`config.mk`:
```
export PLATFORM = sky130hd
export DESIGN_NAME = regfile_access_arbiter
export DESIGN_NICKNAME = d
export VERILOG_FILES = /design/src/rtl/regfile_access_arbiter.sv
export SDC_FILE = /design/constraint.sdc
export NUM_CORES = 1
export LEC_CHECK = 0
export CAP_MARGIN = 20
export CELL_PAD_IN_SITES_DETAIL_PLACEMENT = 0
export CELL_PAD_IN_SITES_GLOBAL_PLACEMENT = 1
export CORE_MARGIN = 3
export CORE_UTILIZATION = 11
export CTS_CLUSTER_SIZE = 14
export DETAILED_ROUTE_END_ITERATION = 6
export PLACE_DENSITY_LB_ADDON = 0.1
export SETUP_SLACK_MARGIN = 0.5
export SLEW_MARGIN = 20
export SYNTH_ARGS = -nofsm -noshare
export SYNTH_HDL_FRONTEND = slang
export SYNTH_SLANG_ARGS = --single-unit
```
`constraint.sdc`:
```
create_clock -name clk -period 2.7 [get_ports clk]
set_input_delay 0.54 -clock clk [delete_from_list [all_inputs] [get_ports clk]]
set_output_delay 0.54 -clock clk [all_outputs]
set_load 0.005 [all_outputs]
```
`src/rtl/regfile_access_arbiter.sv`:
```
// Per-cycle arbiter sharing the register-file port set between the core and the debug port.
// The grant steers the winner's fields onto the register file; read data returns to the owner one cycle later.
module regfile_access_arbiter #(
  parameter int WAIT_MAX = 4,
  parameter int AW       = 5,
  parameter int DW       = 32
) (
  input  logic          clk,
  input  logic          rst,
  input  logic          core_req,
  input  logic          core_we,
  input  logic [AW-1:0] core_raddr_a,
  input  logic [AW-1:0] core_raddr_b,
  input  logic [AW-1:0] core_waddr,
  input  logic [DW-1:0] core_wdata,
  output logic          core_gnt,
  output logic          core_rvalid,
  output logic [DW-1:0] core_rdata_a,
  output logic [DW-1:0] core_rdata_b,
  input  logic          dbg_req,
  input  logic          dbg_we,
  input  logic [AW-1:0] dbg_raddr_a,
  input  logic [AW-1:0] dbg_raddr_b,
  input  logic [AW-1:0] dbg_waddr,
  input  logic [DW-1:0] dbg_wdata,
  input  logic          dbg_lock,
  output logic          dbg_gnt,
  output logic          dbg_rvalid,
  output logic [DW-1:0] dbg_rdata_a,
  output logic [DW-1:0] dbg_rdata_b,
  output logic [AW-1:0] rf_addA,
  output logic [AW-1:0] rf_addB,
  output logic [AW-1:0] rf_addD,
  output logic [DW-1:0] rf_wdata,
  output logic          rf_we,
  input  logic [DW-1:0] rf_dataA,
  input  logic [DW-1:0] rf_dataB,
  output logic          dbg_starved
);

  typedef enum logic [1:0] {CORE_PRI, DBG_FORCED, DBG_LOCKED} pri_mode_t;
  typedef enum logic [1:0] {OWN_NONE, OWN_CORE, OWN_DBG} owner_t;

  localparam logic [3:0] WAIT_FULL = 4'(WAIT_MAX);
  localparam logic [3:0] WAIT_LAST = 4'(WAIT_MAX - 1);

  pri_mode_t pri_mode, pri_mode_nxt;
  owner_t    owner;
  logic [3:0] wait_cnt;
  logic       dbg_denied;

  assign dbg_denied  = dbg_req & ~dbg_gnt;
  assign dbg_starved = (wait_cnt == WAIT_FULL);

  always_ff @(posedge clk or posedge rst) begin
    if (rst) pri_mode <= CORE_PRI;
    else     pri_mode <= pri_mode_nxt;
  end

  // Grants are gated off while reset is high so nothing reaches the register file.
  always_comb begin
    core_gnt     = 1'b0;
    dbg_gnt      = 1'b0;
    pri_mode_nxt = pri_mode;
    if (!rst) begin
      unique case (pri_mode)
        CORE_PRI: begin
          core_gnt = core_req;
          dbg_gnt  = dbg_req & ~core_req;
        end
        DBG_FORCED: begin
          dbg_gnt  = dbg_req;
          core_gnt = core_req & ~dbg_req;
        end
        DBG_LOCKED: begin
          dbg_gnt  = dbg_req;
        end
        default: ;
      endcase
      unique case (pri_mode)
        CORE_PRI: begin
          if (dbg_gnt && dbg_lock)
            pri_mode_nxt = DBG_LOCKED;
          else if (dbg_req && !dbg_gnt && wait_cnt == WAIT_LAST)
            pri_mode_nxt = DBG_FORCED;
        end
        DBG_FORCED: begin
          if (dbg_gnt) pri_mode_nxt = dbg_lock ? DBG_LOCKED : CORE_PRI;
        end
        DBG_LOCKED: begin
          if (!dbg_lock) pri_mode_nxt = CORE_PRI;
        end
        default: pri_mode_nxt = CORE_PRI;
      endcase
    end
  end

  always_ff @(posedge clk or posedge rst) begin
    if (rst)
      wait_cnt <= 4'd0;
    else if (dbg_denied) begin
      if (wait_cnt != WAIT_FULL) wait_cnt <= wait_cnt + 4'd1;
    end else
      wait_cnt <= 4'd0;
  end

  always_comb begin
    rf_addA  = '0;
    rf_addB  = '0;
    rf_addD  = '0;
    rf_wdata = '0;
    rf_we    = 1'b0;
    if (core_gnt) begin
      rf_addA  = core_raddr_a;
      rf_addB  = core_raddr_b;
      rf_addD  = core_waddr;
      rf_wdata = core_wdata;
      rf_we    = core_we;
    end else if (dbg_gnt) begin
      rf_addA  = dbg_raddr_a;
      rf_addB  = dbg_raddr_b;
      rf_addD  = dbg_waddr;
      rf_wdata = dbg_wdata;
      rf_we    = dbg_we;
    end
  end

  // Every grant, write-only included, produces exactly one rvalid in the following cycle.
  always_ff @(posedge clk or posedge rst) begin
    if (rst)           owner <= OWN_NONE;
    else if (core_gnt) owner <= OWN_CORE;
    else if (dbg_gnt)  owner <= OWN_DBG;
    else               owner <= OWN_NONE;
  end

  assign core_rvalid  = (owner == OWN_CORE);
  assign dbg_rvalid   = (owner == OWN_DBG);
  assign core_rdata_a = core_rvalid ? rf_dataA : '0;
  assign core_rdata_b = core_rvalid ? rf_dataB : '0;
  assign dbg_rdata_a  = dbg_rvalid  ? rf_dataA : '0;
  assign dbg_rdata_b  = dbg_rvalid  ? rf_dataB : '0;

endmodule
```
### After elaboration in Yosys (flattened, before gate mapping)

Cells that the tools add are included.

| storage, ports and cells | value |
|---|---|
| bits in registers | 8 |
| input bits | 165 |
| word-level logic and storage cells | 58 |

| operators by class | value |
|---|---|
| $add $sub $neg | 1 |
| equality and inequality tests | 11 |
| multiplexer cells | 29 |
| bitwise operators | 7 |
| reduce and logical (&&, ||, !) cells | 7 |

Operators by type and width:

| kind | count |
|---|---|
| 32-bit 2-to-1 mux | 6 |
| 5-bit 2-to-1 mux | 6 |
| 2-bit 2-to-1 mux | 7 |
| 4-bit 2-to-1 mux | 2 |
| 2-bit one-hot mux with 3 select lines | 1 |
| 1-bit 2-to-1 mux | 5 |
| 4-bit by 1-bit adder with 4-bit output, second input constant | 1 |
| 2-bit by 1-bit == test with 1-bit output, second input constant | 2 |
| 2-bit == test, second input constant | 2 |
| 4-bit by 2-bit == test with 1-bit output, second input constant | 1 |
| 4-bit by 3-bit == test with 1-bit output, second input constant | 1 |
| 2-bit inequality test, second input constant | 2 |
| 4-bit by 3-bit inequality test with 1-bit output, second input constant | 1 |
| 1-bit inverter | 4 |
| 1-bit one-hot mux with 2 select lines | 2 |
| 4-bit AND reduction | 1 |
| 1-bit bitwise AND | 3 |
| 1-bit logical AND | 3 |
| 3-bit inequality test, second input constant | 1 |
| 2-bit zero test | 1 |
| 2-bit by 1-bit inequality test with 1-bit output, second input constant | 1 |
| 2-bit OR reduction | 1 |
| 1-bit zero test | 1 |

### Longest topological paths before layout

Gate-level depths: netlist (run 1).

| logic depth | value |
|---|---|
| word-level depth | 10 |
| mapped depth | 9 |
| mapped depth without buffers | 7 |

### Least setup slack after synthesis (run 1)

No wires, ideal clock.

| path | value |
|---|---|
| kind | reg-to-output |
| start | reg pri_mode[0] |
| end | out rf_addD[0] |
| data arrival time | 1687 ps |
| setup slack | 473 ps |
| stages on the path, launching flop included | 10 |
| cells stage by stage | dfrtp_1 -> inv_1 -> ha_1 -> nor2b_4 -> o21a_1 -> and3_1 -> clkbuf_2 -> buf_6 -> buf_6 -> a22o_1 |

| between the ends | value |
|---|---|
| cells in the longest elaborated chain, start to end | 7 |
| elaborated cells between the ends (all ways) | 11 |

Ends and longest elaborated chain:

| what | RTL line | source |
|---|---|---|
| start: declaration | 47 | `pri_mode_t pri_mode, pri_mode_nxt;` |
| start signal: assignment | 57 | `else pri_mode <= pri_mode_nxt;` |
| 2-bit == test / 2-bit by 1-bit == test with 1-bit output (equally long branches) | 66 | `unique case (pri_mode)` |
| 2-bit OR reduction (no source line) | - |  |
| 1-bit one-hot mux with 2 select lines | 66 |  |
| 1-bit 2-to-1 mux (2 in a row) | 65 | `if (!rst) begin` |
| 5-bit 2-to-1 mux | 119 | `end else if (dbg_gnt) begin` |
| 5-bit 2-to-1 mux (*) | 113 | `if (core_gnt) begin` |
| end: declaration | 33 | `output logic [AW-1:0] rf_addD,` |

Every way passes the cells marked *; elsewhere a longest branch is shown, timed or not. The select of a mux whose other input is x is not followed.

### Worst setup path after layout (run 1)

| path | value |
|---|---|
| start | reg pri_mode[0] |
| end | out rf_wdata[6] |

| between the ends | value |
|---|---|
| cells in the longest elaborated chain, start to end | 7 |
| elaborated cells between the ends (all ways) | 11 |

Ends and longest elaborated chain:

| what | RTL line | source |
|---|---|---|
| 2-bit == test / 2-bit by 1-bit == test with 1-bit output (equally long branches) | 66 |  |
| 2-bit OR reduction (no source line) | - |  |
| 1-bit one-hot mux with 2 select lines | 66 |  |
| 1-bit 2-to-1 mux (2 in a row) | 65 |  |
| 32-bit 2-to-1 mux | 119 |  |
| 32-bit 2-to-1 mux (*) | 113 |  |
| end: declaration | 34 | `output logic [DW-1:0] rf_wdata,` |

Marked as above.

==> results.py, run 1 <==
metrics = {
    "clock_tree": {
        "clock_sinks": 8,
        "cts_tree": "built",
        "clk_pin_slew_worst_paths_ns": 0.04,
        "clock_path_buffers": 2,
        "clock_latency_ns": 0.23,
        "numCtsBuffers": 3,
        "hold_buffers": 0,
        "clockRootBuffer": "clkbuf_16",
        "htreeDepth": 1,
    },
    "logic_synthesis": {
        "synthCells": 261,
        "yosys_register_bits": 8,
        "syn_nets": 432,
        "synth_area_um2": 1866,
        "synth.distinct_cells": 28,
        "yosys_warnings": 0,
        "avgSynthCellArea_um2": 7.148,
        "synth-seq-area-share_pct": 10.73,
    },
    "finish": {
        "drive_gt1_share_pct": 29.86,
        "n_fill_cell": 1727,
        "design_area_um2": 6178,
        "n_antenna_cell": 0,
        "final_nets": 826,
        "syn_to_final_growth_pct": 231.2,
        "finalNonFillerCells": 869,
    },
    "floorplan": {
        "die_height_um": 136.2,
        "num_io_pins": 346,
        "start_util_pct": 11.49,
        "die_area_um2": 18560,
        "fp-row-count": 46,
        "die_w_um": 136.2,
        "core_area_um2": 16230,
    },
    "timing": {
        "maxSlewHeadroom_pct": 69.08,
        "max_freq_ghz": 0.3841,
        "hold_slack_ns": 0.5706,
        "hold_viol": 0,
        "finalMaxSlewViolations": 0,
        "rsz0062_at_grt": "true",
        "tightestPinTransition_ns": 0.4590,
        "setup_viol": 0,
        "period_needed_ns": 2.604,
        "fin_skew_ns": 0.004330,
        "tns_ns": 0,
        "worst_slack_ns": 0.09637,
        "period_share_pct": 96.43,
    },
    "routing": {
        "ant_nets": 0,
        "drc": 0,
        "via_per_inst": 3.997,
        "vias": 3473,
        "wl_per_cell_um": 18.33,
        "drtPass1Iterations": 4,
        "drt_iter0_drc": 88,
        "drt-total-wl_um": 15930,
    },
    "placed_design": {
        "postPlaceCellArea_um2": 5663,
        "hpwlAfterDp_um": 10900,
        "place_congestion": 0.7621,
        "portBuffers": 345,
        "dpl.cell_count": 811,
        "place_ws_ns": -0.3751,
    },
    "critical_path": {
        "setup.worst_path.end_class": "primary output",
        "crit_required_ns": 2.16,
        "start_kind": "register",
        "worst-path-max-fanout": 7,
        "crit_type": "reg2out",
        "cp.arrival_ns": 2.06,
    },
    "grt": {
        "grt_max_degree": 25,
        "overflow": 0,
        "grt_pass1_vias": 3631,
        "antenna_found_initial": 0,
        "grt_use_total_pct": 15.34,
        "grt_pass1_wl_um": 21670,
    },
    "power_and_ir_drop": {
        "p_leak_nw": 3.155,
        "p_per_area_nw_per_um2": 470.8,
        "ir_drop_v": 0.0002424,
    },
    "status": {
        "status": "complete, no violations",
    },
    "job": {
        "maxCapViolations": 0,
    },
    "min_path": {
        "min_path_type": "reg2reg",
    },
}
## cell usage in the layout (no fill, tap or decap), drive strengths merged, types with 2 or more instances in the layout
| cell type | synthesis | routed |
|---|---|---|
| nor2 | 6 | 6 |
| clkdlybuf4s15 | 0 | 11 |
| clkbuf | 18 | 61 |
| nand2 | 8 | 8 |
| a21o | 2 | 2 |
| a22o | 48 | 48 |
| and2 | 128 | 128 |
| xnor2 | 2 | 2 |
| buf | 7 | 106 |
| inv | 6 | 6 |
| o21ai | 4 | 4 |
| dfrtp | 8 | 8 |
| ha | 6 | 6 |
| a21oi | 4 | 4 |
| dlygate4sd2 | 0 | 71 |
| bufbuf | 0 | 3 |
| dlymetal6s2s | 0 | 2 |
| clkdlybuf4s50 | 0 | 163 |
| nor2b | 4 | 4 |
## synth_stat cells
cell type,n,area [µm²]
a21o_1,2,15.01
a21oi_1,4,20.02
a22o_1,48,420.4
a2bb2oi_1,1,8.760
a31oi_1,1,6.260
and2_1,128,800.8
and2b_1,1,7.510
and3_1,1,6.260
buf_2,4,20.02
buf_4,1,7.510
buf_6,2,22.52
clkbuf_1,17,63.81
clkbuf_2,1,5.000
dfrtp_1,8,200.2
ha_1,6,75.07
inv_1,6,22.52
mux2i_1,1,10.01
nand2_1,8,30.03
nand3_1,1,5.000
nand3b_1,1,7.510
nor2_1,6,22.52
nor2b_1,3,18.77
nor2b_4,1,13.76
nor3_1,1,5.000
nor4_1,1,6.260
o21a_1,1,7.510
o21ai_0,4,20.02
xnor2_1,2,17.52
## worst paths after layout
path	slack, ns	startpoint	to	cells past startpoint
max in group asynchronous	1.90	rst	pri_mode[0]$_DFFE_PP0P_	3
hold / removal	0.57	wait_cnt[3]$_DFFE_PP0P_	wait_cnt[3]$_DFFE_PP0P_	2
setup / recovery	0.1	pri_mode[0]$_DFFE_PP0P_	rf_wdata[6]	9
setup reg to reg	0.93	pri_mode[0]$_DFFE_PP0P_	owner[1]$_DFF_PP0_	8
hold reg to reg	0.57	wait_cnt[3]$_DFFE_PP0P_	wait_cnt[3]$_DFFE_PP0P_	2
min in group asynchronous	0.65	rst	wait_cnt[2]$_DFFE_PP0P_	3
## report_power, final
group          switching, W  total [W]  leakage, nW  internal (W)
Clock             0.0000591   0.000250       0.0370      0.000191
Sequential        0.0000448   0.000204        0.105      0.000159
Combinational      0.000917    0.00245         3.01       0.00154
Total               0.00102    0.00291         3.15       0.00189
## routing by layer
| layer | vias to the layer above | routed length [µm] | global-route usage, % |
|---|---|---|---|
| met4 | 0 | 233 | 3.191 |
| met2 | 210 | 9107 | 32.44 |
| met5 | - | 0 | 0 |
| li1 | 1684 | - | - |
| met3 | 14 | 1385 | 3.553 |
| met1 | 1565 | 5205 | 14.66 |
## flip-flops by register name, indices dropped and copies added, names as in the netlist
name / cells
wait_cnt: 4
owner: 2
pri_mode: 2
## worst max-delay path, stage by stage (launching register included)
cell	delay, ns
dfrtp_2	0.45
inv_2	0.10
ha_4	0.21
o21a_1	0.20
and3_4	0.17
buf_12	0.14
buf_16	0.14
buf_8	0.12
a22o_1	0.17
buf_2	0.12
## repair_timing
action                     in CTS  in global routing
gates cloned                   16                  3
setup endpoints to repair     179                118
setup buffers                  32                  4
pin swaps                      11                 12
resized for setup             353                137
## area by class of cell
type                            instances  area, µm²  area share (%)
Multi-Input combinational cell        222       1598           25.86
Inverter                                6      22.52          0.3645
Timing Repair Buffer                  414       4011           64.93
Clock buffer                            3      75.07           1.215
Sequential cell                         8      201.4           3.260
Tap cell                              216      270.3           4.374
## logic make-up after synthesis
| family | count (synthesis) | synth area share [%] |
|---|---|---|
| simple gates | 152 | 49.50 |
| compound gates | 61 | 26.69 |
| buf+inv | 31 | 7.579 |
| flops | 8 | 10.73 |
| fa+ha+maj | 6 | 4.024 |
| xor+xnor | 2 | 0.9391 |
| mux | 1 | 0.5366 |
## metrics by stage
step                       power, W  util [%]
after floorplan           0.0009242         -
after global placement     0.002200     34.89
after detailed placement   0.002189     34.89
after CTS                  0.002885     38.60
after global routing       0.003130     38.07
final                      0.002909     38.07
(Power assumes the default switching activity.)
==> inputs of run 2 (changes only) <==
- CAP_MARGIN: 20 -> not set
- PLACE_DENSITY: not set -> 0.88
- PLACE_DENSITY_LB_ADDON: 0.1 -> not set
==> results.py, run 2 (synthesis gave the netlist of run 1 again) <==
metrics = {
    "clock_tree": {
        "clock_path_buffers": 2,
        "cts_tree": "built",
        "clock_sinks": 8,
        "clk_pin_slew_worst_paths_ns": 0.04,
        "numCtsBuffers": 3,
        "clock_latency_ns": 0.23,
        "htreeDepth": 1,
        "clockRootBuffer": "clkbuf_16",
    },
    "floorplan": {
        "core_area_um2": 16230,
        "die_height_um": 136.2,
        "start_util_pct": 11.49,
        "die_w_um": 136.2,
        "num_io_pins": 346,
        "die_area_um2": 18560,
        "fp-row-count": 46,
    },
    "power_and_ir_drop": {
        "power.share.sequential_pct": 6.3,
        "p_per_area_nw_per_um2": 498.9,
        "p_leak_nw": 3.353,
        "swShare_pct": 34.97,
        "p_int_w": 0.002102,
        "pwr-share-clk_pct": 7.5,
        "p_switching_w": 0.001130,
        "comb_power_share_pct": 86.2,
        "power.total_w": 0.003232,
        "ir_drop_v": 0.0002921,
    },
    "critical_path": {
        "critPathMaxStageDelay_ns": 0.40,
        "worst_path_most_repeated_cell": "buf_6",
        "setup.worst_path.start": "pri_mode[1]$_DFFE_PP0P_",
        "start_kind": "register",
        "cp.arrival_ns": 2.14,
        "crit_slowest_cell": "dfrtp_1",
        "crit_type": "reg2out",
        "setup.worst_path.end_class": "primary output",
        "worstPathCellList": "inv_2, ha_4, nor2b_4, o21ai_4, buf_6, and3_4, buf_6, buf_16, buf_8, a22o_4, buf_6",
        "crit_required_ns": 2.16,
        "r2r-start": "pri_mode[1]$_DFFE_PP0P_",
        "worst-path-max-fanout": 4,
    },
    "timing": {
        "worst_slack_ns": 0.02112,
        "hold_slack_ns": 0.5790,
        "period_share_pct": 99.22,
        "rsz0062_at_grt": "true",
        "fin_skew_ns": 0.002449,
        "hold_viol": 0,
        "tns_ns": 0,
        "setup_viol": 0,
        "maxSlewHeadroom_pct": 67.71,
        "period_needed_ns": 2.679,
        "finalMaxSlewViolations": 0,
        "tightestPinTransition_ns": 0.4793,
        "max_freq_ghz": 0.3733,
    },
    "routing": {
        "drc": 0,
        "drt_iter0_drc": 61,
        "vias": 3581,
        "via_per_inst": 3.992,
        "ant_nets": 0,
        "drt-total-wl_um": 17640,
        "wl_per_cell_um": 19.66,
        "drtPass1Iterations": 4,
    },
    "grt": {
        "grt_pass1_vias": 3674,
        "grt_pass1_wl_um": 22850,
        "antenna_found_initial": 3,
        "overflow": 0,
        "grt_use_total_pct": 16.48,
        "grt_max_degree": 18,
    },
    "finish": {
        "syn_to_final_growth_pct": 247.2,
        "final_nets": 851,
        "final_common_cell": "clkdlybuf4s50_1",
        "drive_gt1_share_pct": 39.38,
        "largest_reg_flops": 4,
        "utilization_pct": 39.91,
        "largestRegisters": "wait_cnt: 4 flops, owner: 2 flops, pri_mode: 2 flops",
        "regMostFlops": "wait_cnt",
        "final_cell_mix": "160 x clkdlybuf4s50_1, 112 x and2_1, 75 x clkbuf_2",
    },
    "min_path": {
        "min_path_type": "reg2reg",
        "hp-start": "wait_cnt[3]$_DFFE_PP0P_",
    },
    "status": {
        "status": "complete, no violations",
    },
    "placed_design": {
        "portBuffers": 345,
        "place_congestion": 0.7420,
        "place_ws_ns": -0.4416,
        "hpwlAfterDp_um": 11590,
    },
    "job": {
        "maxCapViolations": 0,
    },
}
[run 2: worst paths after layout]
path,slack [ns],endpoint,cells after the start
max,0.02,rf_addB[3],11
min,0.58,wait_cnt[3]$_DFFE_PP0P_,2
max reg2reg,0.81,owner[1]$_DFF_PP0_,11
min reg2reg,0.58,wait_cnt[3]$_DFFE_PP0P_,2
max in group asynchronous,1.89,pri_mode[0]$_DFFE_PP0P_,3
min in group asynchronous,0.66,pri_mode[1]$_DFFE_PP0P_,3
[run 2: per-stage QoR]
| stage | area [µm²] | cells |
|---|---|---|
| floorplan | 1868 | 261 |
| global placement | 5644 | 810 |
| detailed placement | 5644 | 810 |
| CTS | 6420 | 881 |
| global route | 6477 | 897 |
| finish | 6477 | 897 |
[run 2: area by class of cell]
class	instances	area, µm²
Fill cell	1658	9753
Timing Repair Buffer	439	4252
Multi-Input combinational cell	222	1649
Tap cell	216	270.3
Sequential cell	8	201.4
Clock buffer	3	75.07
Inverter	6	22.52
Antenna cell	3	7.507
[run 2: what timing repair did]
action,CTS,global route
cloned,18,4
pin swaps,16,29
endpoints found under the setup margin,178,148
hold buffers,0,0
setup buffers,50,9
gates resized for setup,371,253
[run 2: routing by layer]
layer	global-route usage (%)	wire (µm)
met1	18.25	6523
met2	31.78	9512
met3	3.331	1298
met4	4.087	301
met5	0	0
[run 2: power by group through the flow]
| stage | registers, W | logic [W] | clock network [W] |
|---|---|---|---|
| floorplan | 0.000186 | 0.000738 | 0 |
| global placement | 0.000199 | 0.00193 | 0 |
| detailed placement | 0.000200 | 0.00194 | 0 |
| CTS | 0.000200 | 0.00258 | 0.000246 |
| global route | 0.000210 | 0.00298 | 0.000259 |
| finish | 0.000205 | 0.00278 | 0.000243 |
[run 2: critical path, delay by kind of cell (launching register included)]
| kind | cells | cell delay, ns |
|---|---|---|
| AO/OA/AOI/OAI | 2 | 0.30 |
| adder cells (fa/ha/maj) | 1 | 0.14 |
| buffers and inverters | 6 | 0.74 |
| flip-flops | 1 | 0.40 |
| AND/OR/NAND/NOR | 2 | 0.33 |
==> inputs of run 3 (changes only) <==
- CTS_BUF_LIST: not set -> sky130_fd_sc_hd__clkbuf_2 sky130_fd_sc_hd__clkbuf_4 sky130_fd_sc_hd__clkbuf_8
==> results.py, run 3 (synthesis gave the netlist of run 1 again) <==
metrics = {
    "power_and_ir_drop": {
        "power.total_w": 0.003113,
        "ir_drop_v": 0.0002160,
        "p_per_area_nw_per_um2": 485.4,
        "p_leak_nw": 3.327,
    },
    "clock_tree": {
        "htreeDepth": 1,
        "cts_tree": "built",
        "clk_pin_slew_worst_paths_ns": 0.04,
        "clock_sinks": 8,
        "clock_latency_ns": 0.22,
        "clockRootBuffer": "clkbuf_8",
        "clock_path_buffers": 2,
        "numCtsBuffers": 3,
    },
    "critical_path": {
        "crit_required_ns": 2.16,
        "start_kind": "register",
        "cp.arrival_ns": 2.14,
        "worst_path_most_repeated_cell": "buf_6",
        "reg2reg_slack_ns": 0.80,
        "worst-path-max-fanout": 5,
        "crit_cells": 10,
        "cp_num_buf_inv": 5,
        "crit_slowest_cell": "dfrtp_2",
        "r2r-start": "pri_mode[0]$_DFFE_PP0P_",
        "critPathMaxStageDelay_ns": 0.43,
        "setup.worst_path.start": "pri_mode[0]$_DFFE_PP0P_",
        "reg2reg_to": "owner[1]$_DFF_PP0_",
        "crit_end": "rf_addB[3]",
        "reg2regPathDepth": 10,
        "critical_path.top_delay_family": "buffers and inverters",
        "crit_type": "reg2out",
        "setup.worst_path.end_class": "primary output",
        "worstPathCellList": "inv_2, ha_4, nor2b_4, o21a_1, and3_4, buf_6, buf_16, buf_8, a22o_4, buf_6",
    },
    "finish": {
        "drive_gt1_share_pct": 38.17,
        "design_area_um2": 6414,
        "final_nets": 849,
        "final_cell_mix": "160 x clkdlybuf4s50_1, 117 x and2_1, 77 x clkbuf_2",
        "n_fill_cell": 1663,
        "final_common_cell": "clkdlybuf4s50_1",
        "regMostFlops": "wait_cnt",
        "syn_to_final_growth_pct": 243.8,
        "largest_reg_flops": 4,
        "largestRegisters": "wait_cnt: 4 flops, owner: 2 flops, pri_mode: 2 flops",
    },
    "grt": {
        "grt_pass1_vias": 3674,
        "grt_use_met3_pct": 3.442,
        "grt_use_total_pct": 16.50,
        "overflow": 0,
        "antenna_found_initial": 3,
        "busiest_layer": "met2",
        "grt_max_degree": 18,
        "use_met1_pct": 18.23,
        "grt_use_met2_pct": 31.81,
        "grt_pass1_wl_um": 22850,
    },
    "routing": {
        "via_per_inst": 4.002,
        "drt_iter0_drc": 81,
        "drtPass1Iterations": 4,
        "ant_nets": 0,
        "wl_per_cell_um": 19.76,
        "drt-total-wl_um": 17680,
        "drc": 0,
        "vias": 3582,
    },
    "timing": {
        "fin_skew_ns": 0.004996,
        "tns_ns": 0,
        "rsz0062_at_grt": "true",
        "maxSlewHeadroom_pct": 69.25,
        "period_share_pct": 99.31,
        "setup_viol": 0,
        "max_freq_ghz": 0.3729,
        "hold_viol": 0,
        "period_needed_ns": 2.681,
        "tightestPinTransition_ns": 0.4564,
        "finalMaxSlewViolations": 0,
    },
    "floorplan": {
        "num_io_pins": 346,
        "die_w_um": 136.2,
        "core_area_um2": 16230,
        "die_area_um2": 18560,
        "start_util_pct": 11.49,
        "die_height_um": 136.2,
        "fp-row-count": 46,
    },
    "placed_design": {
        "place_congestion": 0.7420,
        "postPlaceCellArea_um2": 5644,
        "hpwlAfterDp_um": 11590,
        "portBuffers": 345,
    },
    "status": {
        "status": "complete, no violations",
    },
    "job": {
        "maxCapViolations": 0,
    },
    "min_path": {
        "min_path_type": "reg2reg",
    },
}
-- run 3: cell count changes in the layout (fill, tap and decap cells not counted), sizes merged --
| cell | delta |
|---|---|
| buf | -7 |
| clkbuf | +3 |
| clkdlybuf4s15 | -1 |
| dlygate4sd2 | +3 |
-- run 3: where the power goes --
group          leakage [nW]  internal, W  switching (W)
combinational          3.20      0.00174        0.00103
clock                0.0216    0.0000963      0.0000434
sequential            0.105     0.000159      0.0000449
-- run 3: worst min-delay path by stage --
stage,startpoint,to,slack [ns],cells after the start
after CTS,wait_cnt[3]$_DFFE_PP0P_,wait_cnt[3]$_DFFE_PP0P_,0.57,2
final,wait_cnt[3]$_DFFE_PP0P_,wait_cnt[3]$_DFFE_PP0P_,0.56,2
after detailed placement,wait_cnt[3]$_DFFE_PP0P_,wait_cnt[3]$_DFFE_PP0P_,0.56,2
after floorplan,rst,owner[0]$_DFF_PP0_,0.37,1
after global placement,pri_mode[0]$_DFFE_PP0P_,pri_mode[0]$_DFFE_PP0P_,0.55,2
after global routing,wait_cnt[3]$_DFFE_PP0P_,wait_cnt[3]$_DFFE_PP0P_,0.63,2
-- run 3: worst register-to-register path: stages (launching register included) --
cell and delay (ns):
dfrtp_2 0.43, inv_2 0.08, ha_4 0.17, nor2b_4 0.13
o21a_1 0.18, and3_4 0.22, buf_6 0.12, buf_6 0.11
buf_4 0.12, buf_4 0.12, buf_4 0.12
-- run 3: cell type report --
cell class                      count  area [µm²]  area share (%)
Antenna cell                        3       7.507          0.1171
Clock buffer                        3       41.29          0.6438
Inverter                            6       22.52          0.3512
Multi-Input combinational cell    222        1637           25.52
Sequential cell                     8       201.4           3.141
Tap cell                          216       270.3           4.214
Timing Repair Buffer              437        4234           66.02
-- run 3: layer usage --
layer	wire length, µm	vias up
met5	0	-
met4	294	0
met3	1287	14
met2	9511	228
met1	6589	1620
li1	-	1720
-- run 3: what timing repair did --
| item | 4_1_cts | 5_1_grt |
|---|---|---|
| setup buffers | 50 | 6 |
| hold buffers | 0 | 0 |
| pin swaps | 16 | 28 |
| cloned | 18 | 5 |
| gates resized for setup | 371 | 237 |
| endpoints found under the setup margin | 178 | 147 |
-- run 3: stage by stage --
stage / setup slack, ns / instances / hold slack [ns] / util, %
4_1_cts: 0.01140 / 881 / 0.5685 / 39.35
2_1_floorplan: 0.5019 / 261 / 0.3687 / -
3_3_place_gp: -0.4347 / 810 / 0.5541 / 34.77
5_1_grt: -0.07725 / 895 / 0.6274 / 39.52
6_report: 0.01859 / 895 / 0.5634 / 39.52
3_5_place_dp: -0.4416 / 810 / 0.5624 / 34.77
